<file path="src/rtl/pe_sched_pkg.sv">
// Shared encodings and default geometry for the mapping-layer PE bank and its
// tap scheduler.
package pe_sched_pkg;

  localparam int unsigned PIX_W         = 24;
  localparam int unsigned ADDR_W        = 3;
  localparam int unsigned DEF_N_TAP     = 6;
  localparam int unsigned DEF_DRAIN_CYC = 3;

  typedef enum logic [2:0] {
    StFlush,
    StFlWait,
    StTap,
    StDrain,
    StClr,
    StWaitRes,
    StOut
  } sched_state_e;

endpackage

</file>
<file path="src/rtl/pe_tap_scheduler.sv">
// Tap sequencer for one bank of lock-step PEs: broadcasts accepted pixels with a
// tap address, drains the DSP pipeline, clears the PEs and offers the results.
module pe_tap_scheduler
  import pe_sched_pkg::*;
#(
  parameter int unsigned N_PE      = 4,
  parameter int unsigned N_TAP     = DEF_N_TAP,
  parameter int unsigned DRAIN_CYC = DEF_DRAIN_CYC,
  parameter int unsigned RES_W     = 24,
  parameter int unsigned TIMEOUT   = 7
) (
  input  logic                  i_clk,
  input  logic                  i_rst,
  input  logic [PIX_W-1:0]      s_pixel,
  input  logic                  s_valid,
  output logic                  s_ready,
  output logic [PIX_W-1:0]      o_pe_pixel,
  output logic                  o_pe_en,
  output logic [ADDR_W-1:0]     o_pe_addr,
  output logic                  o_pe_clr,
  input  logic                  i_pe_valid,
  input  logic [N_PE*RES_W-1:0] i_pe_result,
  output logic [N_PE*RES_W-1:0] m_result,
  output logic                  m_valid,
  input  logic                  m_ready,
  output logic                  o_busy,
  output logic                  o_err
);

  localparam int unsigned DrainW = (DRAIN_CYC > 1) ? $clog2(DRAIN_CYC) : 1;
  localparam int unsigned WaitW  = $clog2(TIMEOUT + 2);
  // The wait counter is zero in the clear-pulse cycle, so the limit sits one higher.
  localparam logic [WaitW-1:0] WaitLast = WaitW'(TIMEOUT + 1);

  sched_state_e             state_q, state_d;
  logic [ADDR_W-1:0]        tap_cnt_q, tap_cnt_d;
  logic [DrainW-1:0]        drain_cnt_q, drain_cnt_d;
  logic [WaitW-1:0]         wait_cnt_q, wait_cnt_d;

  logic                     s_ready_q, s_ready_d;
  logic [PIX_W-1:0]         pe_pixel_q, pe_pixel_d;
  logic                     pe_en_q, pe_en_d;
  logic [ADDR_W-1:0]        pe_addr_q, pe_addr_d;
  logic                     pe_clr_q, pe_clr_d;
  logic [N_PE*RES_W-1:0]    m_result_q, m_result_d;
  logic                     m_valid_q, m_valid_d;
  logic                     busy_q, busy_d;
  logic                     err_q, err_d;

  logic s_hs, m_hs, wait_done;

  assign s_hs      = s_valid & s_ready_q;
  assign m_hs      = m_valid_q & m_ready;
  assign wait_done = (wait_cnt_q == WaitLast);

  always_comb begin
    state_d     = state_q;
    tap_cnt_d   = tap_cnt_q;
    drain_cnt_d = drain_cnt_q;
    wait_cnt_d  = wait_cnt_q;
    pe_pixel_d  = '0;
    pe_en_d     = 1'b0;
    pe_addr_d   = '0;
    pe_clr_d    = 1'b0;
    m_result_d  = m_result_q;
    m_valid_d   = m_valid_q;
    err_d       = err_q;

    unique case (state_q)
      StFlush: begin
        pe_clr_d   = 1'b1;
        pe_en_d    = 1'b1;
        wait_cnt_d = '0;
        state_d    = StFlWait;
      end
      StFlWait: begin
        pe_en_d    = 1'b1;
        wait_cnt_d = wait_cnt_q + WaitW'(1);
        // The flush result only proves the PEs are idle; it is discarded.
        if (i_pe_valid || wait_done) begin
          pe_en_d = 1'b0;
          state_d = StTap;
          if (!i_pe_valid) err_d = 1'b1;
        end
      end
      StTap: begin
        if (s_hs) begin
          pe_en_d    = 1'b1;
          pe_pixel_d = s_pixel;
          pe_addr_d  = tap_cnt_q;
          if (tap_cnt_q == ADDR_W'(N_TAP - 1)) begin
            tap_cnt_d   = '0;
            drain_cnt_d = '0;
            state_d     = StDrain;
          end else begin
            tap_cnt_d = tap_cnt_q + ADDR_W'(1);
          end
        end
      end
      StDrain: begin
        pe_en_d = 1'b1;
        if (drain_cnt_q == DrainW'(DRAIN_CYC - 1)) begin
          state_d = StClr;
        end else begin
          drain_cnt_d = drain_cnt_q + DrainW'(1);
        end
      end
      StClr: begin
        pe_clr_d   = 1'b1;
        pe_en_d    = 1'b1;
        wait_cnt_d = '0;
        state_d    = StWaitRes;
      end
      StWaitRes: begin
        pe_en_d    = 1'b1;
        wait_cnt_d = wait_cnt_q + WaitW'(1);
        if (i_pe_valid) begin
          pe_en_d    = 1'b0;
          m_result_d = i_pe_result;
          m_valid_d  = 1'b1;
          state_d    = StOut;
        end else if (wait_done) begin
          // Still emit a defined (zero) bundle so downstream never stalls forever.
          pe_en_d    = 1'b0;
          err_d      = 1'b1;
          m_result_d = '0;
          m_valid_d  = 1'b1;
          state_d    = StOut;
        end
      end
      StOut: begin
        if (m_hs) begin
          m_valid_d = 1'b0;
          state_d   = StTap;
        end
      end
      default: state_d = StFlush;
    endcase

    s_ready_d = (state_d == StTap);
    busy_d    = !((state_d == StTap) && (tap_cnt_d == '0));
  end

  always_ff @(posedge i_clk) begin
    if (i_rst) begin
      state_q     <= StFlush;
      tap_cnt_q   <= '0;
      drain_cnt_q <= '0;
      wait_cnt_q  <= '0;
      s_ready_q   <= 1'b0;
      pe_pixel_q  <= '0;
      pe_en_q     <= 1'b0;
      pe_addr_q   <= '0;
      pe_clr_q    <= 1'b0;
      m_result_q  <= '0;
      m_valid_q   <= 1'b0;
      busy_q      <= 1'b0;
      err_q       <= 1'b0;
    end else begin
      state_q     <= state_d;
      tap_cnt_q   <= tap_cnt_d;
      drain_cnt_q <= drain_cnt_d;
      wait_cnt_q  <= wait_cnt_d;
      s_ready_q   <= s_ready_d;
      pe_pixel_q  <= pe_pixel_d;
      pe_en_q     <= pe_en_d;
      pe_addr_q   <= pe_addr_d;
      pe_clr_q    <= pe_clr_d;
      m_result_q  <= m_result_d;
      m_valid_q   <= m_valid_d;
      busy_q      <= busy_d;
      err_q       <= err_d;
    end
  end

  assign s_ready    = s_ready_q;
  assign o_pe_pixel = pe_pixel_q;
  assign o_pe_en    = pe_en_q;
  assign o_pe_addr  = pe_addr_q;
  assign o_pe_clr   = pe_clr_q;
  assign m_result   = m_result_q;
  assign m_valid    = m_valid_q;
  assign o_busy     = busy_q;
  assign o_err      = err_q;

endmodule

</file>
<file path="config.mk">
export PLATFORM = sky130hd
export DESIGN_NAME = pe_tap_scheduler
export DESIGN_NICKNAME = d
export VERILOG_FILES = /design/src/rtl/pe_sched_pkg.sv /design/src/rtl/pe_tap_scheduler.sv
export SDC_FILE = /design/constraint.sdc
export NUM_CORES = 1
export LEC_CHECK = 0
export CORE_MARGIN = 5
export CORE_UTILIZATION = 40
export CTS_BUF_LIST = sky130_fd_sc_hd__clkbuf_8
export CTS_CLUSTER_DIAMETER = 100
export DETAILED_ROUTE_END_ITERATION = 8
export PLACE_DENSITY = 0.83
export SYNTH_ARGS = -nofsm -noshare
export SYNTH_HDL_FRONTEND = slang
export SYNTH_SLANG_ARGS = --single-unit
</file>
<file path="constraint.sdc">
create_clock -name i_clk -period 2.3 [get_ports i_clk]
set_input_delay 0.23 -clock i_clk [delete_from_list [all_inputs] [get_ports i_clk]]
set_output_delay 0.23 -clock i_clk [all_outputs]
set_load 0.02 [all_outputs]
</file>
==> results of run 1 <==
[critical path, cell delays in order, from the launching register on]
cell and delay [ns]:
sky130_fd_sc_hd__dfxtp_1 0.41, sky130_fd_sc_hd__buf_4 0.20, sky130_fd_sc_hd__nor2b_1 0.24, sky130_fd_sc_hd__and3_2 0.27, sky130_fd_sc_hd__buf_4 0.42, sky130_fd_sc_hd__a22oi_1 0.18
sky130_fd_sc_hd__nor2_1 0.14
[cell type report]
| cell class | count | area (sq um) |
|---|---|---|
| Fill cell | 878 | 3620 |
| Multi-Input combinational cell | 295 | 1710 |
| Tap cell | 143 | 179 |
| Clock buffer | 22 | 303 |
| Sequential cell | 141 | 2820 |
| Inverter | 6 | 22.5 |
| Timing Repair Buffer | 262 | 2650 |
| Clock inverter | 10 | 160 |
[cells in the mapped netlist]
library cell | instances | area (sq um)
sky130_fd_sc_hd__a311oi_1 | 1 | 8.76
sky130_fd_sc_hd__nand2_1 | 4 | 15.0
sky130_fd_sc_hd__o21ai_0 | 5 | 25.0
sky130_fd_sc_hd__a31o_2 | 1 | 8.76
sky130_fd_sc_hd__a211oi_1 | 1 | 7.51
sky130_fd_sc_hd__clkbuf_1 | 29 | 109
sky130_fd_sc_hd__o21a_1 | 1 | 7.51
sky130_fd_sc_hd__and2_1 | 26 | 163
sky130_fd_sc_hd__a2111o_1 | 1 | 11.3
sky130_fd_sc_hd__nand3_1 | 5 | 25.0
sky130_fd_sc_hd__nor3b_1 | 1 | 7.51
sky130_fd_sc_hd__and4b_1 | 1 | 10.0
sky130_fd_sc_hd__ha_1 | 3 | 37.5
sky130_fd_sc_hd__or3_1 | 1 | 6.26
sky130_fd_sc_hd__a21oi_1 | 9 | 45.0
sky130_fd_sc_hd__nand2b_1 | 3 | 18.8
sky130_fd_sc_hd__dfxtp_1 | 141 | 2820
sky130_fd_sc_hd__nand4b_2 | 1 | 15.0
sky130_fd_sc_hd__and3_1 | 2 | 12.5
sky130_fd_sc_hd__and3b_1 | 1 | 8.76
sky130_fd_sc_hd__a21o_1 | 1 | 7.51
sky130_fd_sc_hd__or4_4 | 1 | 11.3
sky130_fd_sc_hd__a22oi_1 | 98 | 736
sky130_fd_sc_hd__a22o_1 | 1 | 8.76
sky130_fd_sc_hd__a31oi_1 | 2 | 12.5
sky130_fd_sc_hd__nand3b_1 | 1 | 7.51
sky130_fd_sc_hd__inv_1 | 6 | 22.5
sky130_fd_sc_hd__o211ai_1 | 1 | 7.51
sky130_fd_sc_hd__nor3_1 | 6 | 30.0
sky130_fd_sc_hd__nor2b_1 | 6 | 37.5
sky130_fd_sc_hd__nor2_1 | 110 | 413
sky130_fd_sc_hd__xor2_1 | 1 | 8.76
sky130_fd_sc_hd__buf_2 | 10 | 50.1
[worst max path at each step]
stage / start / endpoint / slack, ns
after floorplan: wait_cnt_q[0]$_SDFFE_PP0P_ / m_result[0]$_SDFFE_PP0P_ / 0.58
after global placement: s_valid / drain_cnt_q[1]$_SDFFE_PP0P_ / 0.28
after detailed placement: s_valid / drain_cnt_q[1]$_SDFFE_PP0P_ / 0.27
after CTS: state_q[1]$_SDFF_PP0_ / m_result[13]$_SDFFE_PP0P_ / 0.32
after global routing: state_q[1]$_SDFF_PP0_ / m_result[13]$_SDFFE_PP0P_ / 0.21
final: state_q[1]$_SDFF_PP0_ / m_result[13]$_SDFFE_PP0P_ / 0.34
[registers in the layout, indices dropped and copies added (netlist names)]
register     flops
tap_cnt_q        3
m_valid          1
o_pe_pixel      24
drain_cnt_q      2
o_pe_clr         1
m_result        96
wait_cnt_q       4
o_pe_addr        3
o_pe_en          1
state_q          3
o_err            1
s_ready          1
o_busy           1
[metrics by stage]
step	instance area, sq um	instances
floorplan	4720	481
global placement	7390	847
detailed placement	7390	847
CTS	7850	879
global route	7850	879
finish	7850	879
[cells in the final DEF (no fill, tap or decap), types with 6 or more instances in the layout]
| cell | n |
|---|---|
| sky130_fd_sc_hd__nor3_1 | 6 |
| sky130_fd_sc_hd__nor2b_1 | 6 |
| sky130_fd_sc_hd__a21oi_1 | 9 |
| sky130_fd_sc_hd__inv_1 | 7 |
| sky130_fd_sc_hd__clkdlybuf4s50_1 | 252 |
| sky130_fd_sc_hd__buf_4 | 6 |
| sky130_fd_sc_hd__dfxtp_1 | 141 |
| sky130_fd_sc_hd__and2_1 | 26 |
| sky130_fd_sc_hd__clkbuf_8 | 22 |
| sky130_fd_sc_hd__nor2_1 | 110 |
| sky130_fd_sc_hd__a22oi_1 | 98 |
[logic make-up (layout without fill, tap and decap cells)]
group,after synthesis,count (layout),share of synthesized area [%]
simple gates,169,169,16.6
flops,141,141,59.8
compound gates,122,122,18.8
buf+inv,45,300,3.85
fa+ha+maj,3,3,0.796
xor+xnor,1,1,0.186
[power by group]
part	leakage, nW	switching (mW)	internal, mW
sequential	1.14	0.0144	2.45
combinational	1.50	0.105	0.225
clock	0.229	0.889	1.32
[routing by layer]
| layer | global-route usage, % | vias up |
|---|---|---|
| met1 | 20.4 | 2081 |
| met3 | 7.74 | 13 |
| met2 | 35.5 | 167 |
| li1 | - | 2158 |
| met5 | 0 | - |
| met4 | 7.30 | 0 |
==> metrics, run 1 <==
diode insertion count for antenna repair 0; WL met3 about 1200 microns; Rows 39; Hold Crit Start i_rst; Yosys warning count 0; estimated wirelength of the detail-placed design approximately 11000 microns; initial core utilization 41.1%; Avg Cell Area, Syn between 9 and 10 sq um; wire per inst around 16 microns; clock tree from TritonCTS yes; clock-pin transition on the worst setup and hold timing paths around 0.080 ns; number of buffers inserted by port buffering ~250; Final Hold Vio Count 0; worst hold stages 2; First-pass DRT Iterations 6; drt via density about 5.0; Total Routing Usage GR roughly a fifth; initial DRC count 225; setup total negative slack 0 ns; area of the mapped netlist between 4000 and 5000 sq um; Hold EP tap_cnt_q[0]$_SDFF_PP0_; worst clock skew on the final layout 0.00814 ns; Clock Latency Late Sink 0.42 ns; clock sink total roughly 140; number of cells on the worst reg-to-reg path 6; wire length on met1 around 5400 microns; distinct cell type count of the synthesized netlist 33; number of instances resized during post-cts repair 0; DR DRC count 0; capture instance of the worst register-to-register path m_result[13]$_SDFFE_PP0P_; Floorplan Core Area 11500 sq um; Post-Place Setup Slack around 0.27 ns; I/O pin total about 250; sequential element share of the synthesized area about 60%; global-route wire length before repair 22700 microns; Setup WS post-layout approximately 0.34 ns; wirelength, routed about 14000 microns; min Tclk post-route about 2.0 ns; vertical die dimension approximately 120 microns; DIE AREA between 10000 and 15000 sq um; top metal layer carrying routed signals met4; proportion of layout cells with a drive suffix above 1 between 6 and 7%; leakage power ~2.9 nW; final hold slack roughly 0.24 ns; cell count after synthesis 481; relative area change from synthesis to final layout 66.4%; total global routing overflow 0; metal2 WL between 7000 and 8000 microns; via count of the first global-routing pass between 4000 and 5000; Max Buffers Root-to-Sink 2; category of the critical setup timing path reg2reg; Final Setup Violations 0; clock tree root buffer cell sky130_fd_sc_hd__clkbuf_8; Post CTS Setup Buffer Count 0; NumNets Final 851; count of pins over their slew limit 0; register bit count reported by yosys around 140; vias after detailed routing roughly 4400; antenna violations before repair 0; run status finished, final reports clean; DIE WIDTH 119 microns; Hold Buf Count CTS 0; Post-Syn Nets between 600 and 700; Max Fanout on Critical Path 46; number of H-tree levels 4; post-layout utilization of the core slightly below 70%; total power consumption of the routed design ~5 mW; CTS Buf Count 17; RD Place Congestion approximately 0.76; transition time at the pin with the least slew margin 0.550 ns; Arrival @ worst endpoint 2.30 ns; worst min-delay path category in2reg; IR drop worst, VDD between 300 and 400 uV; unrepaired setup endpoints after global routing false; reg-to-reg slack, setup ~0.34 ns; count of maximum capacitance violations 0; startpoint of the lowest-slack register-to-register path state_q[1]$_SDFF_PP0_; worst slew slack as a fraction of its limit a little over three fifths; CP endpoint kind flip-flop; Antenna Nets Post-Route 0; startpoint type of the worst setup path flip-flop; Period Utilization, post-route ~85%; Power Dens Cells 639 nW/um^2; largest net degree at the start of global routing 72; maximum achievable frequency about 510 MHz; required time worst endpoint 2.65 ns
Power figures use the tool's default switching activity.
==> inputs of run 2 (changes only) <==
Clock period 2.3 ns to 2.2 ns, I/O delays scaled along.
==> metrics, run 2 (synthesized netlist as in run 1, its figures left out) <==
IR drop worst, VDD 342 uV (-12%); Post CTS Setup Buffer Count 0 (unchanged); number of H-tree levels 4 (unchanged); leakage power 2.83 nW (-1.1%); Floorplan Core Area 11500 sq um (unchanged); clock tree root buffer cell sky130_fd_sc_hd__clkbuf_8; diode insertion count for antenna repair 0 (unchanged); clock sink total 141 (unchanged); Finished Cell Area 7790 sq um (-0.80%); Worst path max stage delay 0.39 ns (-0.03 ns); total global routing overflow 0 (unchanged); DIE AREA 14100 sq um (unchanged); startpoint type of the worst setup path flip-flop; relative area change from synthesis to final layout 65.1%; antenna violations before repair 0 (unchanged); vias after detailed routing 4421 (+0.045%); Max Fanout on Critical Path 51 (+11%); Arrival @ worst endpoint 2.16 ns (-0.14 ns); CTS Buf Count 17 (unchanged); Final Setup Violations 0 (unchanged); total power consumption of the routed design 4.99 mW (-0.37%); drt via density 5.03 (about the same); capture instance of the worst register-to-register path m_valid$_SDFFE_PP0P_; number of instances resized during post-cts repair 0 (unchanged); clock-pin transition on the worst setup and hold timing paths 0.08 ns (about the same); initial DRC count 250 (+11%); count of pins over their slew limit 0 (unchanged); reg-to-reg slack, setup 0.33 ns (about the same); NumNets Final 851 (unchanged); vertical die dimension 119 microns (unchanged); min Tclk post-route 1.87 ns (-0.0879 ns); max FFs per register 96 (unchanged); Period Utilization, post-route 84.9% (-0.13 points); Post-Place Setup Slack 0.204 ns (-0.0689 ns); most common library cell in the layout ignoring fill and taps sky130_fd_sc_hd__clkdlybuf4s50_1; Clock Latency Late Sink 0.43 ns (about the same); number of buffers inserted by port buffering 253 (unchanged); initial core utilization 41.1% (unchanged); transition time at the pin with the least slew margin 0.535 ns (-0.0159 ns); Total Routing Usage GR 19.7% (+0.052 points); maximum achievable frequency 535 MHz (+4.7%); CP endpoint kind flip-flop; DR DRC count 0 (unchanged); startpoint of the lowest-slack register-to-register path wait_cnt_q[0]$_SDFFE_PP0P_; global-route wire length before repair 22400 microns (-1.3%); run status finished, final reports clean; RD Place Congestion 0.766 (+0.92%); slowest cell on the critical path sky130_fd_sc_hd__dfxtp_1; wire per inst 16.4 microns (+0.31%); final cell count without fillers 879 (unchanged); largest net degree at the start of global routing 66 (-8.3%); wirelength, routed 14400 microns (+0.31%); worst clock skew on the final layout 0.0118 ns (+0.00361 ns); proportion of layout cells with a drive suffix above 1 6.11% (unchanged); setup total negative slack 0 ns (unchanged); crit path cell chain inv_1 > ha_1 > and3b_1 > o211ai_1 > buf_12 > nor2b_1 > a311oi_1; Antenna Nets Post-Route 0 (unchanged); Final Hold Vio Count 0 (unchanged); count of maximum capacitance violations 0 (unchanged); Rows 39 (unchanged); required time worst endpoint 2.50 ns (-0.15 ns); via count of the first global-routing pass 4455 (-0.67%); First-pass DRT Iterations 5 (-1); clock tree from TritonCTS yes; Hold EP tap_cnt_q[0]$_SDFF_PP0_; commonest cells after routing, fill and taps aside sky130_fd_sc_hd__clkdlybuf4s50_1, sky130_fd_sc_hd__dfxtp_1, sky130_fd_sc_hd__nor2_1; DIE WIDTH 119 microns (unchanged); worst slew slack as a fraction of its limit 64.4% (+1.3 points); category of the critical setup timing path reg2reg; estimated wirelength of the detail-placed design 10500 microns (-0.62%); Setup WS post-layout 0.331 ns (-0.0121 ns); Hold Buf Count CTS 0 (unchanged); worst hold stages 2 (unchanged); dpl cell area 7390 sq um (unchanged); Hold Crit Start i_rst; number of placed instances, taps included 847 (unchanged); worst min-delay path category in2reg; Power Dens Cells 641 nW/um^2 (+0.43%); number of cells on the worst reg-to-reg path 7 (+1); unrepaired setup endpoints after global routing false; I/O pin total 254 (unchanged); Max Buffers Root-to-Sink 2 (unchanged)
-- run 2: worst max-delay path, delay by kind of cell, from the launching register on --
kind / cells / cell delay, ns
buffers and inverters: 2 / 0.35
AO/OA/AOI/OAI: 2 / 0.44
AND/OR/NAND/NOR: 2 / 0.33
flip-flops: 1 / 0.39
adder cells (fa/ha/maj): 1 / 0.20
-- run 2: how the worst max path moves through the flow --
| stage | start | slack [ns] | end | depth (start not counted) |
|---|---|---|---|---|
| 2_1_floorplan | wait_cnt_q[0]$_SDFFE_PP0P_ | 0.48 | m_result[0]$_SDFFE_PP0P_ | 8 |
| 3_3_place_gp | s_valid | 0.21 | drain_cnt_q[1]$_SDFFE_PP0P_ | 5 |
| 6_report | wait_cnt_q[0]$_SDFFE_PP0P_ | 0.33 | m_valid$_SDFFE_PP0P_ | 7 |
| 5_1_grt | state_q[0]$_SDFF_PP0_ | 0.16 | m_result[33]$_SDFFE_PP0P_ | 5 |
| 4_1_cts | wait_cnt_q[0]$_SDFFE_PP0P_ | 0.30 | m_valid$_SDFFE_PP0P_ | 7 |
| 3_5_place_dp | s_valid | 0.20 | drain_cnt_q[1]$_SDFFE_PP0P_ | 5 |
-- run 2: power by group --
part	total (mW)	switching, mW	internal [mW]
sequential	2.58	0.0123	2.56
clock	2.07	0.995	1.07
combinational	0.348	0.113	0.235
total	4.99	1.12	3.87
-- run 2: area by class of cell --
cell class	instances	area, sq um
clock inverters	13	139
fillers	858	3680
well taps	143	179
clock buffers	19	262
multi-input cells	295	1710
repair buffers	262	2650
flip-flops and latches	141	2820
inverters	6	22.5
-- run 2: stage by stage --
step | utilization, % | hold WS, ns
2_1_floorplan | - | 0.342
3_5_place_dp | 64.4 | 0.445
3_3_place_gp | 64.4 | 0.439
4_1_cts | 67.9 | 0.214
5_1_grt | 67.9 | 0.235
6_report | 67.9 | 0.247
-- run 2: layer usage --
| layer | global-route usage (%) | part of all wire, % | routed length [microns] |
|---|---|---|---|
| met3 | 8.98 | 9.3 | 1340 |
| met5 | 0 | 0 | 0 |
| met4 | 8.72 | 2.1 | 306 |
| met1 | 20.4 | 37 | 5320 |
| met2 | 34.1 | 52 | 7450 |
==> RTL change: new RTL, config.mk and constraints of run 2 <==
Encoding of `sched_state_e`: now one-hot (7 bits for 7 states).
--- a/src/rtl/pe_sched_pkg.sv
+++ b/src/rtl/pe_sched_pkg.sv
@@ -9,10 +9,10 @@
 
-  typedef enum logic [2:0] {
-    StFlush,
-    StFlWait,
-    StTap,
-    StDrain,
-    StClr,
-    StWaitRes,
-    StOut
+  typedef enum logic [6:0] {
+    StFlush   = 7'b0000001,
+    StFlWait  = 7'b0000010,
+    StTap     = 7'b0000100,
+    StDrain   = 7'b0001000,
+    StClr     = 7'b0010000,
+    StWaitRes = 7'b0100000,
+    StOut     = 7'b1000000
   } sched_state_e;
Function: no difference found for any inputs over 10 cycles, from zero or initial values and one cycle with i_rst high; not proved beyond that.
==> RTL change against run 2 <==
  * Setup slack got worse by 200 ps
  * Design area increased by 5.5%
  * Sequential cell count increased by 4
  * Fmax fell by 9.5%
  * Sequential power grew 4%
  * Wire length up 6.3%
  * Power grew 13%
  * Area after synthesis increased by 6.3%
  * Critical path depth unchanged
==> RTL change: results (changes against run 2) <==
critical_path:
  crit_arrival_ps: 2440  # +280 ps
  critPathLaunch: "state_q[2]"
  crit_end: "m_result[42]"
  path_max_fanout: 36  # -29%
  critical-path-top-delay-family: "simple AND/OR/NAND/NOR gates"
  rrSetupSlack_ps: 130  # -200 ps
  crit_slowest_cell: "or3_1"
  worstSetupPathType: "flop to flop"
  cp_slowest_stage_delay_ps: 410  # +20 ps
clock_tree:
  numCtsBuffers: 17  # unchanged
  clkLatencyLatePin_ps: 450  # +20 ps
placed_design:
  hpwl_um: 11200  # +6.7%
  gp_congestion: 0.855  # +12%
pwr:
  internal-power_mw: 4.47  # +15%
  power_frac_comb_pct: 8.0  # +1.0 points
  clkPwrFrac_pct: 44.4  # +3.0 points
  vdd_drop_max_v: 0.000473  # +38%
  leakage_nw: 2.97  # +4.9%
  power_mw: 5.63  # +13%
routing:
  viasPerCell: 5.00  # -0.57%
  firstDrtPassIters: 4  # -1
  drt_wl_total_um: 15300  # +6.3%
  drtIter0Drc: 313  # +25%
cells_and_area:
  fillers: 962  # +12%
  drive_gt1_share_pct: 7.16  # +1.0 points
  fin_nets: 884  # +3.9%
global_routing:
  grt_pass1_vias: 4897  # +9.9%
  grt_pass1_wl_um: 24100  # +7.3%
  grt_max_degree: 60  # -9.1%
  track_usage_pct: 20.5  # +0.77 points
timing:
  tightest_slew_ps: 605  # +70.1 ps
  worst_clock_skew_ps: 11.1  # -0.702 ps
synthesis:
  synth.distinct_cells: 44  # +33%
  synth_seq_area_share_pct: 57.9  # -2.0 points
  synth_nets: 638  # +4.8%
  synthTopCellsByArea: "dfxtp_1 (58%), a22oi_1 (15%), nor2_1 (8.5%), and2_1 (3.6%), clkbuf_1 (1.9%)"
  synth_common_cells: "dfxtp_1 (145), nor2_1 (114), a22oi_1 (97)"
hold_path:
  hold_path_end: "drain_cnt_q[1]"
  worstHoldPathCells: 3  # +1
run_status:
  status: "complete, no violations"
[RTL change: changes by cell type after synthesis, sizes merged, moves of 5 or more]
| cell | before | now |
|---|---|---|
| nand2 | 4 | 12 |
| nor2b | 6 | 0 |
| a21oi | 9 | 4 |
| nor4 | 0 | 7 |
[RTL change: metal layers]
metal | global-route usage [%] | wire length [um] | vias to the layer above | share of wire [%]
met5 | 0 | 0 | - | 0
met4 | 8.68 | 391 | 0 | 2.6
met3 | 7.43 | 1170 | 28 | 7.6
met2 | 37.3 | 8250 | 173 | 54
met1 | 21.1 | 5510 | 2228 | 36
li1 | - | - | 2272 | -
[RTL change: area by class of cell]
class / instances / area [um^2] / share of cell area (%)
timing repair buffer: 266 / 2670 / 32.5
inverter: 6 / 22.5 / 0.274
sequential: 145 / 2900 / 35.3
tap: 172 / 215 / 2.62
multi-input combinational: 320 / 1930 / 23.4
clock inverter: 11 / 208 / 2.53
clock buffer: 20 / 275 / 3.35
[RTL change: repair_timing]
| action | in CTS | in global routing |
|---|---|---|
| setup buffers | 0 | 0 |
| setup endpoints to repair | 0 | 42 |
| gates resized for setup | 0 | 1 |
[RTL change: stage by stage]
| step | cells | instance area (um^2) | hold WS (ps) | setup WS (ps) |
|---|---|---|---|---|
| 2_1_floorplan | 510 | 5020 | 342 | 257 |
| 3_3_place_gp | 909 | 7730 | 431 | 268 |
| 3_5_place_dp | 909 | 7730 | 475 | 137 |
| 4_1_cts | 940 | 8210 | 129 | 94.4 |
| 5_1_grt | 940 | 8220 | 164 | 2.27 |
| 6_report | 940 | 8220 | 162 | 135 |
[RTL change: cell families after synthesis]
family	share of synthesized area, %
and+or+nand+nor	18.7
DFF	57.9
AOI/OAI and AO/OA	17.6
buffers and inverters	3.94
xor gates and xnor gates	0.699
adders and majority gates	0.748
muxes	0.424
